**config.mk**
```make
export PLATFORM = sky130hd
export DESIGN_NAME = jmp_unit
export DESIGN_NICKNAME = d
export VERILOG_FILES = /design/src/rtl/jmp_unit.sv
export SDC_FILE = /design/constraint.sdc
export NUM_CORES = 1
export LEC_CHECK = 0
export ABC_AREA = 0
export CAP_MARGIN = 10
export CORE_UTILIZATION = 60
export DETAILED_ROUTE_END_ITERATION = 6
export PLACE_DENSITY = 0.79
export SLEW_MARGIN = 20
export SYNTH_ARGS = -nofsm -noshare
export SYNTH_HDL_FRONTEND = slang
export SYNTH_SLANG_ARGS = --single-unit
```
**constraint.sdc**
```tcl
create_clock -name clk -period 7.84 [get_ports clk]
set_input_delay 0.784 -clock clk [delete_from_list [all_inputs] [get_ports clk]]
set_output_delay 0.784 -clock clk [all_outputs]
set_load 0.005 [all_outputs]
```
**src/rtl/jmp_unit.sv**
```systemverilog
// Branch/jump unit: gathers a multi-byte target, evaluates a flag condition and
// issues abs/rel/call/ret PC updates backed by a hardware return-address stack.
module jmp_unit #(
  parameter int unsigned ADDR_W      = 16,
  parameter int unsigned DATA_W      = 8,
  parameter int unsigned STACK_DEPTH = 8
) (
  input  logic                               clk,
  input  logic                               rst_n,
  input  logic                               start,
  input  logic [1:0]                         kind,
  input  logic [3:0]                         cond,
  input  logic [ADDR_W-1:0]                  pc_in,
  input  logic [DATA_W-1:0]                  data_in,
  input  logic                               data_valid,
  input  logic                               zflag,
  input  logic                               oflag,
  input  logic                               cflag,
  input  logic                               sflag,
  input  logic                               err_clr,
  output logic                               busy,
  output logic                               done,
  output logic                               pc_we,
  output logic [ADDR_W-1:0]                  pc_out,
  output logic [$clog2(STACK_DEPTH+1)-1:0]   sp,
  output logic                               stack_full,
  output logic                               stack_empty,
  output logic                               err_ovf,
  output logic                               err_unf
);

  localparam int unsigned NBYTES = ADDR_W / DATA_W;
  localparam int unsigned SP_W   = $clog2(STACK_DEPTH + 1);
  localparam int unsigned IDX_W  = $clog2(STACK_DEPTH);
  localparam int unsigned CNT_W  = $clog2(NBYTES + 1);

  localparam logic [1:0] K_ABS  = 2'b00;
  localparam logic [1:0] K_REL  = 2'b01;
  localparam logic [1:0] K_CALL = 2'b10;
  localparam logic [1:0] K_RET  = 2'b11;

  typedef enum logic [1:0] {
    S_IDLE    = 2'd0,
    S_COLLECT = 2'd1,
    S_RESOLVE = 2'd2,
    S_DONE    = 2'd3
  } state_t;

  state_t              r_state;
  logic [1:0]          r_kind;
  logic [3:0]          r_cond;
  logic [ADDR_W-1:0]   r_pc_base;
  logic [ADDR_W-1:0]   r_tgt;
  logic [CNT_W-1:0]    r_cnt;
  logic [SP_W-1:0]     r_sp;
  logic [ADDR_W-1:0]   r_stack [STACK_DEPTH];
  logic                r_busy;
  logic                r_done;
  logic                r_pc_we;
  logic [ADDR_W-1:0]   r_pc_out;
  logic                r_err_ovf;
  logic                r_err_unf;

  logic                w_full;
  logic                w_empty;
  logic                w_cond_true;
  logic [IDX_W-1:0]    w_push_idx;
  logic [IDX_W-1:0]    w_top_idx;

  assign w_full     = (r_sp == SP_W'(STACK_DEPTH));
  assign w_empty    = (r_sp == '0);
  assign w_push_idx = IDX_W'(r_sp);
  assign w_top_idx  = IDX_W'(r_sp - SP_W'(1));

  // Condition codes evaluated against the live ALU flags during RESOLVE
  always_comb begin
    w_cond_true = 1'b0;
    case (r_cond)
      4'd0:    w_cond_true = 1'b1;
      4'd1:    w_cond_true = zflag;
      4'd2:    w_cond_true = !zflag;
      4'd3:    w_cond_true = cflag;
      4'd4:    w_cond_true = cflag | zflag;
      4'd5:    w_cond_true = !(cflag | zflag);
      4'd6:    w_cond_true = !cflag;
      4'd7:    w_cond_true = oflag ^ sflag;
      4'd8:    w_cond_true = (oflag ^ sflag) | zflag;
      4'd9:    w_cond_true = !(oflag ^ sflag) & !zflag;
      4'd10:   w_cond_true = !(oflag ^ sflag);
      default: w_cond_true = 1'b0;
    endcase
  end

  always_ff @(posedge clk or negedge rst_n) begin
    if (!rst_n) begin
      r_state   <= S_IDLE;
      r_kind    <= '0;
      r_cond    <= '0;
      r_pc_base <= '0;
      r_tgt     <= '0;
      r_cnt     <= '0;
      r_sp      <= '0;
      r_busy    <= 1'b0;
      r_done    <= 1'b0;
      r_pc_we   <= 1'b0;
      r_pc_out  <= '0;
      r_err_ovf <= 1'b0;
      r_err_unf <= 1'b0;
      for (int i = 0; i < int'(STACK_DEPTH); i++) r_stack[i] <= '0;
    end else begin
      // err_clr wins over any error raised in the same cycle
      if (err_clr) begin
        r_err_ovf <= 1'b0;
        r_err_unf <= 1'b0;
      end
      case (r_state)
        S_IDLE: begin
          if (start) begin
            r_busy    <= 1'b1;
            r_kind    <= kind;
            r_cond    <= cond;
            r_pc_base <= pc_in;
            r_tgt     <= '0;
            r_cnt     <= '0;
            r_state   <= (kind == K_RET) ? S_RESOLVE : S_COLLECT;
          end
        end
        S_COLLECT: begin
          if (data_valid) begin
            r_tgt <= ADDR_W'({r_tgt, data_in});
            if (r_cnt == CNT_W'(NBYTES - 1)) r_state <= S_RESOLVE;
            else                             r_cnt   <= r_cnt + CNT_W'(1);
          end
        end
        S_RESOLVE: begin
          r_done   <= 1'b1;
          r_pc_we  <= 1'b0;
          r_pc_out <= '0;
          r_state  <= S_DONE;
          if (w_cond_true) begin
            case (r_kind)
              K_ABS: begin
                r_pc_we  <= 1'b1;
                r_pc_out <= r_tgt;
              end
              K_REL: begin
                r_pc_we  <= 1'b1;
                r_pc_out <= r_pc_base + r_tgt;
              end
              K_CALL: begin
                if (w_full) begin
                  if (!err_clr) r_err_ovf <= 1'b1;
                end else begin
                  r_stack[w_push_idx] <= r_pc_base;
                  r_sp                <= r_sp + SP_W'(1);
                  r_pc_we             <= 1'b1;
                  r_pc_out            <= r_tgt;
                end
              end
              default: begin
                if (w_empty) begin
                  if (!err_clr) r_err_unf <= 1'b1;
                end else begin
                  r_sp     <= r_sp - SP_W'(1);
                  r_pc_we  <= 1'b1;
                  r_pc_out <= r_stack[w_top_idx];
                end
              end
            endcase
          end
        end
        S_DONE: begin
          r_done   <= 1'b0;
          r_pc_we  <= 1'b0;
          r_pc_out <= '0;
          r_busy   <= 1'b0;
          r_state  <= S_IDLE;
        end
        default: r_state <= S_IDLE;
      endcase
    end
  end

  assign busy        = r_busy;
  assign done        = r_done;
  assign pc_we       = r_pc_we;
  assign pc_out      = r_pc_out;
  assign sp          = r_sp;
  assign stack_full  = w_full;
  assign stack_empty = w_empty;
  assign err_ovf     = r_err_ovf;
  assign err_unf     = r_err_unf;

endmodule

```
==> results.md, run 1 <==
- Antenna Nets Post-Route: 0
- Synthesis-to-layout area growth: 13.89%
- Kind of critical path: register to output pin
- I/O Buffers: 65
- Worst VDD drop: between 0.00015 and 0.0002 V
- Number of synthesized register bits: 195
- Clk pin slew, worst setup/hold paths: about 0.080 ns
- Largest net degree at the start of global routing: ~120
- Ys Warns: 0
- Critical Path Sink Type: output pin
- Slew headroom: 0.2539
- Syn_nets: 824
- Cell area after synthesis: just under 10,000 sq um
- Initial Utilization: 0.6142
- Mean Syn Cell Area: 12.76 sq um
- Routed len/inst: 22.28 microns
- # resized after CTS: 0
- TritonCTS Buffers: 17
- GRT overflow: 0
- Fin area: 11,070 sq um
- Setup Skew: about 0.011 ns
- Placer Congestion: 0.9205
- Largest family of logic cells by synthesized area: multiplexers
- Vias: between 6,000 and 7,000
- Final setup fails: 0
- Setup Buffers After CTS: 0
- Pre-antenna DRT Iters: 5
- Final Hold Vio Count: 0
- Die extent in y: 129.3 microns
- Syn Inst Count: between 700 and 800
- Tmin final: 3.528 ns
- Power density cells: 389.2 nW/um^2
- Non-filler instance count after layout: 1,039
- Routed wire length: between 20,000 and 25,000 microns
- FILL cells: ~1,100
- Core footprint: 15,830 sq um
- Dpl hpwl: 15,290 microns
- First-iteration detailed-routing DRC count: 535
- Vias per cell: about 6.4
- Outcome: finished, final reports clean
- Post-synthesis mux area share: 0.2546
- Crit share post-route: 0.4500
- Synth Area in Simple Gates: 0.07079
- Launching element type of the critical path: register
- DIE AREA: 16,720 sq um
- Number of synthesized flops with an enable pin: 0
- First-pass GRT wire length: roughly 37,000 microns
- P_leak: ~5 nW
- Gr usage total: 0.3019
- Sequential area share after synthesis: 0.5019
- R2r endpoint: r_stack[94]
- CTS Sinks: 195
- Max Cap Viol: 0
- R2r worst-path depth: 6
- Worst endpoint data arrival time: between 2 and 3 ns
- Vias in the first global route: 6,873
- Post-Synth Adder-Cell Area: 0.03037
- Setup TNS: 0 ns
- DP Cell Count: 1,007
- Worst EP required: approximately 7.1 ns
- I/O Pins: 66
- RSZ-0062 raised after global routing: false
- Number of diodes: 0
- Row Count: 46
- Max frequency: 0.2834 GHz
- TritonCTS clock tree: built
- CP startpoint: sp[1]
- Fin nets: 872
- Crit Path Max Fanout: 11
- Primary FF master, synth: dfrtp_1
- XOR/XNOR Fraction of Synth Area: 0.01532
- Synth Area in Compound Gates: 0.09961
- Initial antenna violation count: 0
- DRC viols: 0
- Worst min-delay path category: register to register
- Post-DP Area: 10,510 sq um
- Layout cells sized above 1: 0.2880
- Yosys cell types: 68
- CTS Hold Bufs: 0
- Later-pin clock latency in the skew report: about 0.43 ns
- Max-slew violations: 0
- Final Util: 0.6995
- Reg2reg setup slack: 4.63 ns
- Worst Tran Pin Value: 1.118 ns
- Die width: 129.3 microns
- R2R Path Start: r_kind[1]
- Asr flop ratio synth: 1.000
- Max clock buf depth: 2
- CTS Root Cell: clkbuf_16
- CP endpoint: stack_full
- H-tree depth: 4
power by group:
group	total [mW]	internal (mW)	switching [mW]
sequential	1.68	1.33	0.354
combinational	1.80	0.856	0.943
clock	0.829	0.427	0.402
total	4.31	2.61	1.70
layout by cell type, fill, tap and decap left out, types with 5 or more instances in the layout:
cell type,netlist,routed
clkbuf_16,0,17
nor2b_1,9,9
nand4_1,5,5
or3_1,7,6
ha_1,22,22
xor2_1,9,9
buf_4,5,8
mux4_2,32,32
mux2_2,137,137
inv_1,15,15
nand2_1,59,58
nand3_1,13,13
clkdlybuf4s50_1,0,64
a21oi_1,32,32
mux2_4,10,10
dfrtp_1,195,194
o21ai_0,22,22
xnor2_1,8,8
a22o_1,20,20
a31oi_1,12,12
mux2i_1,5,5
nor2_1,32,31
flip-flops by register name, summed over array words and instances, names as in the netlist, 2 cells and up:
name / count
r_cnt: 2
r_stack: 128
pc_out: 16
r_kind: 2
r_pc_base: 16
sp: 4
r_tgt: 16
r_cond: 4
r_state: 2
worst max-delay path, stage by stage (launching register included):
cell	delay, ns
dfrtp_1	0.53
inv_1	0.12
ha_1	0.30
nor2b_1	0.35
and2_1	0.42
clkdlybuf4s50_1	0.58
synthesized netlist by cell type, types with 4 or more instances:
| cell | instances | area, sq um |
|---|---|---|
| clkbuf_1 | 24 | 90.09 |
| xor2_1 | 9 | 78.83 |
| mux2_2 | 137 | 1543 |
| buf_4 | 5 | 37.54 |
| a21o_1 | 4 | 30.03 |
| or3_1 | 7 | 43.79 |
| dfrtp_1 | 195 | 4880 |
| buf_1 | 4 | 15.01 |
| buf_2 | 9 | 45.04 |
| ha_1 | 22 | 275.3 |
| nand2_1 | 59 | 221.5 |
| a21oi_1 | 32 | 160.2 |
| xnor2_1 | 8 | 70.07 |
| mux2_4 | 10 | 150.1 |
| nor3_1 | 4 | 20.02 |
| inv_1 | 15 | 56.30 |
| nor2b_1 | 9 | 56.30 |
| nand4_1 | 5 | 31.28 |
| nand3_1 | 13 | 65.06 |
| mux2i_1 | 5 | 50.05 |
| a221oi_1 | 4 | 35.03 |
| nor2_1 | 32 | 120.1 |
| a31oi_1 | 12 | 75.07 |
| o21ai_0 | 22 | 110.1 |
| o21a_1 | 4 | 30.03 |
| mux4_2 | 32 | 720.7 |
| o22ai_1 | 4 | 25.02 |
| a22o_1 | 20 | 175.2 |
stage by stage:
step	hold slack, ns	worst slack [ns]	total power [mW]
6_report	0.4853	4.312	4.310
5_1_grt	0.5032	4.147	4.557
4_1_cts	0.4873	4.325	4.294
3_5_place_dp	0.4721	3.903	3.458
3_3_place_gp	0.4593	4.051	3.366
2_1_floorplan	0.4448	5.016	2.869
cells by family (layout without fill, tap and decap cells):
logic type / after synthesis / after routing
and+or+nand+nor: 147 / 147
muxes: 185 / 185
AOI/OAI and AO/OA: 136 / 136
DFF: 195 / 195
buffers and inverters: 59 / 120
adders and majority gates: 23 / 23
xor gates and xnor gates: 17 / 17
layout make-up:
type / count / area [sq um] / share of cell area
timing repair buffer: 73 / 714.4 / 0.06453
sequential: 195 / 4881 / 0.4408
multi-input combinational: 508 / 4592 / 0.4147
tap: 216 / 270.3 / 0.02441
clock buffer: 19 / 442.9 / 0.04000
clock inverter: 13 / 115.1 / 0.01040
inverter: 15 / 56.30 / 0.005085
worst min-delay path by stage:
stage                            start      endpoint  slack [ns]  cells past startpoint
after global placement           pc_we         pc_we        0.46                      1
final                            pc_we         pc_we        0.49                      1
after floorplan           r_stack[113]  r_stack[113]        0.44                      2
after detailed placement         pc_we         pc_we        0.47                      1
after global routing             pc_we         pc_we        0.50                      1
after CTS                        pc_we         pc_we        0.49                      1
metal layers:
metal	global-route usage	routed length (microns)
met1	0.3937	9597
met2	0.4978	11510
met3	0.07019	1438
met4	0.1093	605
met5	0	0
Power figures use the tool's default switching activity.
==> run 2: changes to the inputs <==
Settings changed: CORE_UTILIZATION 60 to 59, PLACE_DENSITY 0.79 to 0.78.
Clock period 7.84 ns to 3.25 ns, I/O delays scaled along.
==> run 2 against run 1 <==
- global-route usage down 0.47 points
- setup slack worse by 4.1 ns
- die area is 1.7% higher
- via count rose by 2.4%
- worst hold slack got worse by 0.48 ns
- sequential power rose by 140%
- cell count grew 1.9%
- clock skew increased by 0.0033 ns
- sequential cell count unchanged
- wire length rose by 2.8%
==> results.md, run 2 (synthesized netlist as in run 1, its figures left out) <==
- Tmin final: 3.027 ns
- Final setup fails: 0 (unchanged)
- Synthesis-to-layout area growth: 15.80% (was 13.89%)
- CP max stage cell: clkdlybuf4s50_1 (unchanged)
- Dpl hpwl: 16,020 microns (was 15,290 microns)
- Fin nets: 892 (was 872)
- Switching share of power: 0.3892 (was 0.3943)
- Critical Path Sink Type: output pin (unchanged)
- P_leak: 5.155 nW (was 5.042 nW)
- Routed metal-1 wirelength: 10,040 microns (was 9597 microns)
- Clock share of power: 0.196 (was 0.192)
- Die width: 130.4 microns (was 129.3 microns)
- Register area: 4881 sq um (unchanged)
- Crit path max-delay family: simple AND/OR/NAND/NOR gates (unchanged)
- FILL cells: 1,093 (was 1,097)
- Worst hold margin: 0.008191 ns (was 0.4853 ns)
- Largest net degree at the start of global routing: 106 (was 121)
- Setup Buffers After CTS: 0 (unchanged)
- Post-DP Area: 10,660 sq um (was 10,510 sq um)
- TritonCTS clock tree: built (unchanged)
- Antenna Nets Post-Route: 0 (unchanged)
- Setup Skew: 0.01412 ns (was 0.01080 ns)
- GRT overflow: 0 (unchanged)
- Clk pin slew, worst setup/hold paths: 0.07 ns (was 0.08 ns)
- CTS Root Cell: clkbuf_16 (unchanged)
- Number of diodes: 0 (unchanged)
- Worst VDD drop: 0.0005971 V (was 0.0001966 V)
- Worst EP required: 2.92 ns (was 7.06 ns)
- Initial Utilization: 0.6076 (was 0.6142)
- CTS Sinks: 195 (unchanged)
- Sequential fraction of design power: 0.379 (was 0.390)
- Routed len/inst: 22.47 microns (was 22.28 microns)
- DRC viols: 0 (unchanged)
- Gr usage total: 0.2972 (was 0.3019)
- DIE AREA: 17,000 sq um (was 16,720 sq um)
- Vias in the first global route: 6,919 (was 6,873)
- Slowest cell delay on critical path: 0.54 ns (was 0.58 ns)
- Max-slew violations: 0 (unchanged)
- Die extent in y: 130.4 microns (was 129.3 microns)
- Power density cells: 947.9 nW/um^2 (was 389.2 nW/um^2)
- Worst min-delay path category: input pin to asynchronous set/reset pin (was register to register)
- Multi-input logic area: 4577 sq um (was 4592 sq um)
- Commonest non-fill, non-tap cell in the layout: dfrtp_1 (unchanged)
- Outcome: finished, final reports clean (unchanged)
- Setup TNS: 0 ns (unchanged)
- Crit share post-route: 0.9315
- Routed wire length: 23,790 microns (was 23,150 microns)
- Total power: 10.67 mW (was 4.310 mW)
- Core footprint: 16,000 sq um (was 15,830 sq um)
- Placer Congestion: 0.9116 (was 0.9205)
- Psw: 4.154 mW (was 1.699 mW)
- Worst endpoint data arrival time: 2.70 ns (was 2.74 ns)
- Row Count: 46 (unchanged)
- Wire length on met3: 1566 microns (was 1438 microns)
- Max Cap Viol: 0 (unchanged)
- Max frequency: 0.3303 GHz
- Initial antenna violation count: 0 (unchanged)
- Internal Pwr Total: 6.518 mW (was 2.610 mW)
- Final Util: 0.7036 (was 0.6995)
- Slew headroom: 0.4394 (was 0.2539)
- RSZ-0062 raised after global routing: false (unchanged)
- Met2 wire len: 11,600 microns (was 11,510 microns)
- TritonCTS Buffers: 17 (unchanged)
- H-tree depth: 4 (unchanged)
- Worst Tran Pin Value: 0.8409 ns (was 1.118 ns)
- Kind of critical path: register to output pin (unchanged)
- CP bufs+invs: 2 (unchanged)
- Launching element type of the critical path: register (unchanged)
- Top reg by flops: r_stack (unchanged)
- Layout cells sized above 1: 0.3013 (was 0.2880)
- First-pass GRT wire length: 37,070 microns (was 37,190 microns)
- I/O Pins: 66 (unchanged)
- Crit Path Max Fanout: 11 (unchanged)
- Final Hold Vio Count: 0 (unchanged)
- Most frequent cells in the layout: 194 x dfrtp_1, 137 x mux2_2, 64 x clkdlybuf4s50_1 (unchanged)
- Vias: 6,788 (was 6,630)
- I/O Buffers: 65 (unchanged)
- Pre-antenna DRT Iters: 5 (unchanged)
- First-iteration detailed-routing DRC count: 583 (was 535)
- Top layer used by detailed routing: met4 (unchanged)
- Later-pin clock latency in the skew report: 0.44 ns (was 0.43 ns)
- Number of flip-flops in the largest register: 128 (unchanged)
- Worst-path cell chain: inv_1, ha_1, nor2b_1, and2_2, clkdlybuf4s50_1 (was inv_1, ha_1, nor2b_1, and2_1, clkdlybuf4s50_1)
- Vias per cell: 6.410 (was 6.381)
- Fin area: 11,260 sq um (was 11,070 sq um)
- Combinational power share: 0.424 (was 0.418)
- Max clock buf depth: 2 (unchanged)
run 2: cell types whose count changed in the layout (fill, tap and decap cells not counted), sizes merged:
cell / delta
clkinv: +2
bufinv: +1
buf: +20
clkinvlp: -1
clkbuf: +1
inv: -3
run 2: layer usage:
metal,vias to the layer above,GRT usage
met5,-,0
met4,0,0.1048
met3,48,0.06396
met2,282,0.4894
met1,3491,0.3922
li1,2967,-
run 2: worst register-to-register path: cells and delay by family (launching register included):
kind | cells | cell delay, ns
flops | 1 | 0.51
simple gates | 1 | 0.36
compound gates | 6 | 1.61
fa+ha+maj | 1 | 0.43
run 2: worst paths after layout:
path | to | startpoint | cells after the start | slack [ns]
max | stack_full | sp[0] | 5 | 0.22
min | pc_out[13] | rst_n | 1 | 0.008
max reg2reg | pc_out[15] | r_pc_base[4] | 8 | 0.24
min reg2reg | pc_we | pc_we | 1 | 0.48
max in group asynchronous | r_stack[11] | rst_n | 2 | 2.38
min in group clk | err_ovf | err_clr | 2 | 0.45
run 2: metrics by stage:
step / setup WS, ns / std cells
5_1_grt: 0.06717 / 1059
4_1_cts: 0.1117 / 1059
3_5_place_dp: 0.2561 / 1027
3_3_place_gp: 0.3594 / 1027
6_report: 0.2228 / 1059
2_1_floorplan: 0.5227 / 762
run 2: power groups by stage:
stage          logic [mW]  clock network, mW  registers [mW]
2_1_floorplan        3.23                  0            3.69
3_3_place_gp         4.31                  0            3.96
3_5_place_dp         4.47                  0            4.05
4_1_cts              4.51               2.13            4.01
5_1_grt              4.91               2.22            4.13
6_report             4.53               2.10            4.05
run 2: cell type report:
cell class                 instances  area share
sequential                       195      0.4335
multi-input combinational        508      0.4065
timing repair buffer              93     0.07791
clock buffer                      20     0.04056
tap                              216     0.02401
clock inverter                    12     0.01245
inverter                          15    0.005001
run 2: what timing repair did:
item / in CTS / in global routing
hold buffers: 0 / 0
resized for setup: 0 / 1
setup endpoints to repair: 0 / 1
==> run 3: changes to the inputs <==
Settings changed: CORE_UTILIZATION 59 to 48, CTS_CLUSTER_SIZE from default to 10, PLACE_DENSITY 0.78 to 0.65.
==> run 3 against run 2 <==
- total power grew 0.52%
- clock power grew 2%
- wire length grew 3.2%
- die area grew 23%
- sequential cell count is the same
- fmax is essentially flat
- non-clock buffer count grew 2
- first-iteration DRC count shrank 26%
- via count shrank 3.0%
==> results.md, run 3 (synthesized netlist as in run 1, its figures left out) <==
- Number of diodes: 0 (unchanged)
- Launching element type of the critical path: register (unchanged)
- I/O Buffers: 65 (unchanged)
- Setup Skew: 0.01193 ns (was 0.01412 ns)
- Initial antenna violation count: 0 (unchanged)
- CP Depth: 8 (was 5)
- TritonCTS clock tree: built (unchanged)
- Final Hold Vio Count: 0 (unchanged)
- CTS Sinks: 195 (unchanged)
- Largest net degree at the start of global routing: 69 (was 106)
- Worst Tran Pin Value: 0.7730 ns (was 0.8409 ns)
- Pre-antenna DRT Iters: 5 (unchanged)
- Worst endpoint data arrival time: 3.37 ns (was 2.70 ns)
- TritonCTS Buffers: 17 (unchanged)
- FILL cells: 1,605 (was 1,093)
- Max frequency: 0.3303 GHz (about the same)
- Crit share post-route: 0.9315 (about the same)
- DIE AREA: 20,830 sq um (was 17,000 sq um)
- Tmin final: 3.027 ns (about the same)
- Register area: 4881 sq um (unchanged)
- Vias: 6,583 (was 6,788)
- Die width: 144.3 microns (was 130.4 microns)
- Max clock buf depth: 2 (unchanged)
- Crit path max-delay family: compound AO/OA/AOI/OAI gates (was simple AND/OR/NAND/NOR gates)
- # resized after CTS: 0 (unchanged)
- Slowest cell delay on critical path: 0.51 ns (was 0.54 ns)
- Number of flip-flops in the largest register: 128 (unchanged)
- Critical Path Sink Type: register (was output pin)
- Worst VDD drop: 0.0004683 V (was 0.0005971 V)
- Worst-path cell chain: ha_1, a21o_1, a31o_2, a31oi_1, o311ai_1, a311o_1, or3b_1, a311oi_1 (was inv_1, ha_1, nor2b_1, and2_2, clkdlybuf4s50_1)
- Placer Congestion: 0.8682 (was 0.9116)
- Core footprint: 19,650 sq um (was 16,000 sq um)
- Routed len/inst: 22.13 microns (was 22.47 microns)
- Die extent in y: 144.3 microns (was 130.4 microns)
- Fin nets: 894 (was 892)
- Crit Path Max Fanout: 10 (was 11)
- Max-slew violations: 0 (unchanged)
- Post-DP Area: 10,780 sq um (was 10,660 sq um)
- Later-pin clock latency in the skew report: 0.44 ns (about the same)
- Setup Buffers After CTS: 0 (unchanged)
- Setup TNS: 0 ns (unchanged)
- R2r endpoint: pc_out[15] (unchanged)
- CP max stage cell: dfrtp_1 (was clkdlybuf4s50_1)
- Reg2reg setup slack: 0.22 ns (was 0.24 ns)
- Power density cells: 941.5 nW/um^2 (was 947.9 nW/um^2)
- Initial Utilization: 0.4947 (was 0.6076)
- CP endpoint: pc_out[15] (was stack_full)
- R2R Path Start: r_pc_base[4] (unchanged)
- First-pass GRT wire length: 38,860 microns (was 37,070 microns)
- Antenna Nets Post-Route: 0 (unchanged)
- CTS Hold Bufs: 1 (was 0)
- Commonest non-fill, non-tap cell in the layout: dfrtp_1 (unchanged)
- Row Count: 51 (was 46)
- Vias per cell: 5.931 (was 6.410)
- Gr usage total: 0.2549 (was 0.2972)
- CP bufs+invs: 0 (was 2)
- First-iteration detailed-routing DRC count: 434 (was 583)
- I/O Pins: 66 (unchanged)
- H-tree depth: 4 (unchanged)
- Final setup fails: 0 (unchanged)
- Dpl hpwl: 16,690 microns (was 16,020 microns)
- Vias in the first global route: 6,906 (was 6,919)
- RSZ-0062 raised after global routing: false (unchanged)
- Kind of critical path: register to register (was register to output pin)
- CP startpoint: r_pc_base[4] (was sp[0])
- Routed wire length: 24,560 microns (was 23,790 microns)
- CTS Root Cell: clkbuf_16 (unchanged)
- Worst EP required: 3.59 ns (was 2.92 ns)
- Top reg by flops: r_stack (unchanged)
- Slew headroom: 0.4846 (was 0.4394)
- DRC viols: 0 (unchanged)
- Fin area: 11,390 sq um (was 11,260 sq um)
- Synthesis-to-layout area growth: 17.19% (was 15.80%)
- Most frequent cells in the layout: 194 x dfrtp_1, 137 x mux2_2, 64 x clkdlybuf4s50_1 (unchanged)
- Outcome: finished, final reports clean (unchanged)
- P_leak: 5.178 nW (was 5.155 nW)
- Max Cap Viol: 0 (unchanged)
- Layout cells sized above 1: 0.3030 (was 0.3013)
- R2r worst-path depth: 8 (unchanged)
- Clk pin slew, worst setup/hold paths: 0.07 ns (about the same)
- Multi-input logic area: 4579 sq um (was 4577 sq um)
- GRT overflow: 0 (unchanged)
- Worst min-delay path category: input pin to asynchronous set/reset pin (unchanged)
[run 3: changes by cell type in the layout (fill, tap and decap cells not counted), moves of 2 or more]
cell / previous run / this run
clkinvlp_4: 0 / 2
clkinv_2: 1 / 3
inv_6: 4 / 2
buf_12: 1 / 5
buf_4: 27 / 24
clkinv_8: 2 / 0
[run 3: where the power goes]
group	total [mW]	leakage (nW)	internal [mW]	switching, mW
Sequential	4.02	2.62	3.20	0.815
Clock	2.14	0.294	1.19	0.955
Combinational	4.57	2.27	2.19	2.37
[run 3: stage by stage]
stage	worst slack (ns)	util	cells	power (mW)	hold slack [ns]
after floorplan	0.5227	-	762	6.920	0.02941
after detailed placement	0.2242	0.5486	1077	8.598	0.3492
after global placement	0.3115	0.5484	1077	8.407	0.3432
final	0.2226	0.5797	1110	10.73	0.4337
after CTS	0.2239	0.5797	1110	10.76	0.4525
after global routing	0.01937	0.5797	1110	11.38	0.4777
[run 3: layout make-up]
type	count	share of cell area
clock buffers	19	0.03975
clock inverters	13	0.01296
inverters	15	0.004942
multi-input cells	508	0.4019
flip-flops and latches	195	0.4284
well taps	265	0.02910
repair buffers	95	0.08291
[run 3: how the worst min path moves through the flow]
stage | startpoint | to | cells past startpoint
2_1_floorplan | rst_n | busy | 0
3_3_place_gp | rst_n | r_pc_base[14] | 1
3_5_place_dp | rst_n | r_pc_base[14] | 1
4_1_cts | rst_n | r_pc_base[14] | 2
5_1_grt | err_clr | err_unf | 2
6_report | rst_n | r_pc_base[11] | 2
[run 3: per-layer routing]
metal	routed length, microns	global-route usage
met3	1186	0.04570
met1	10980	0.3418
met4	493	0.08421
met5	0	0
met2	11910	0.4185
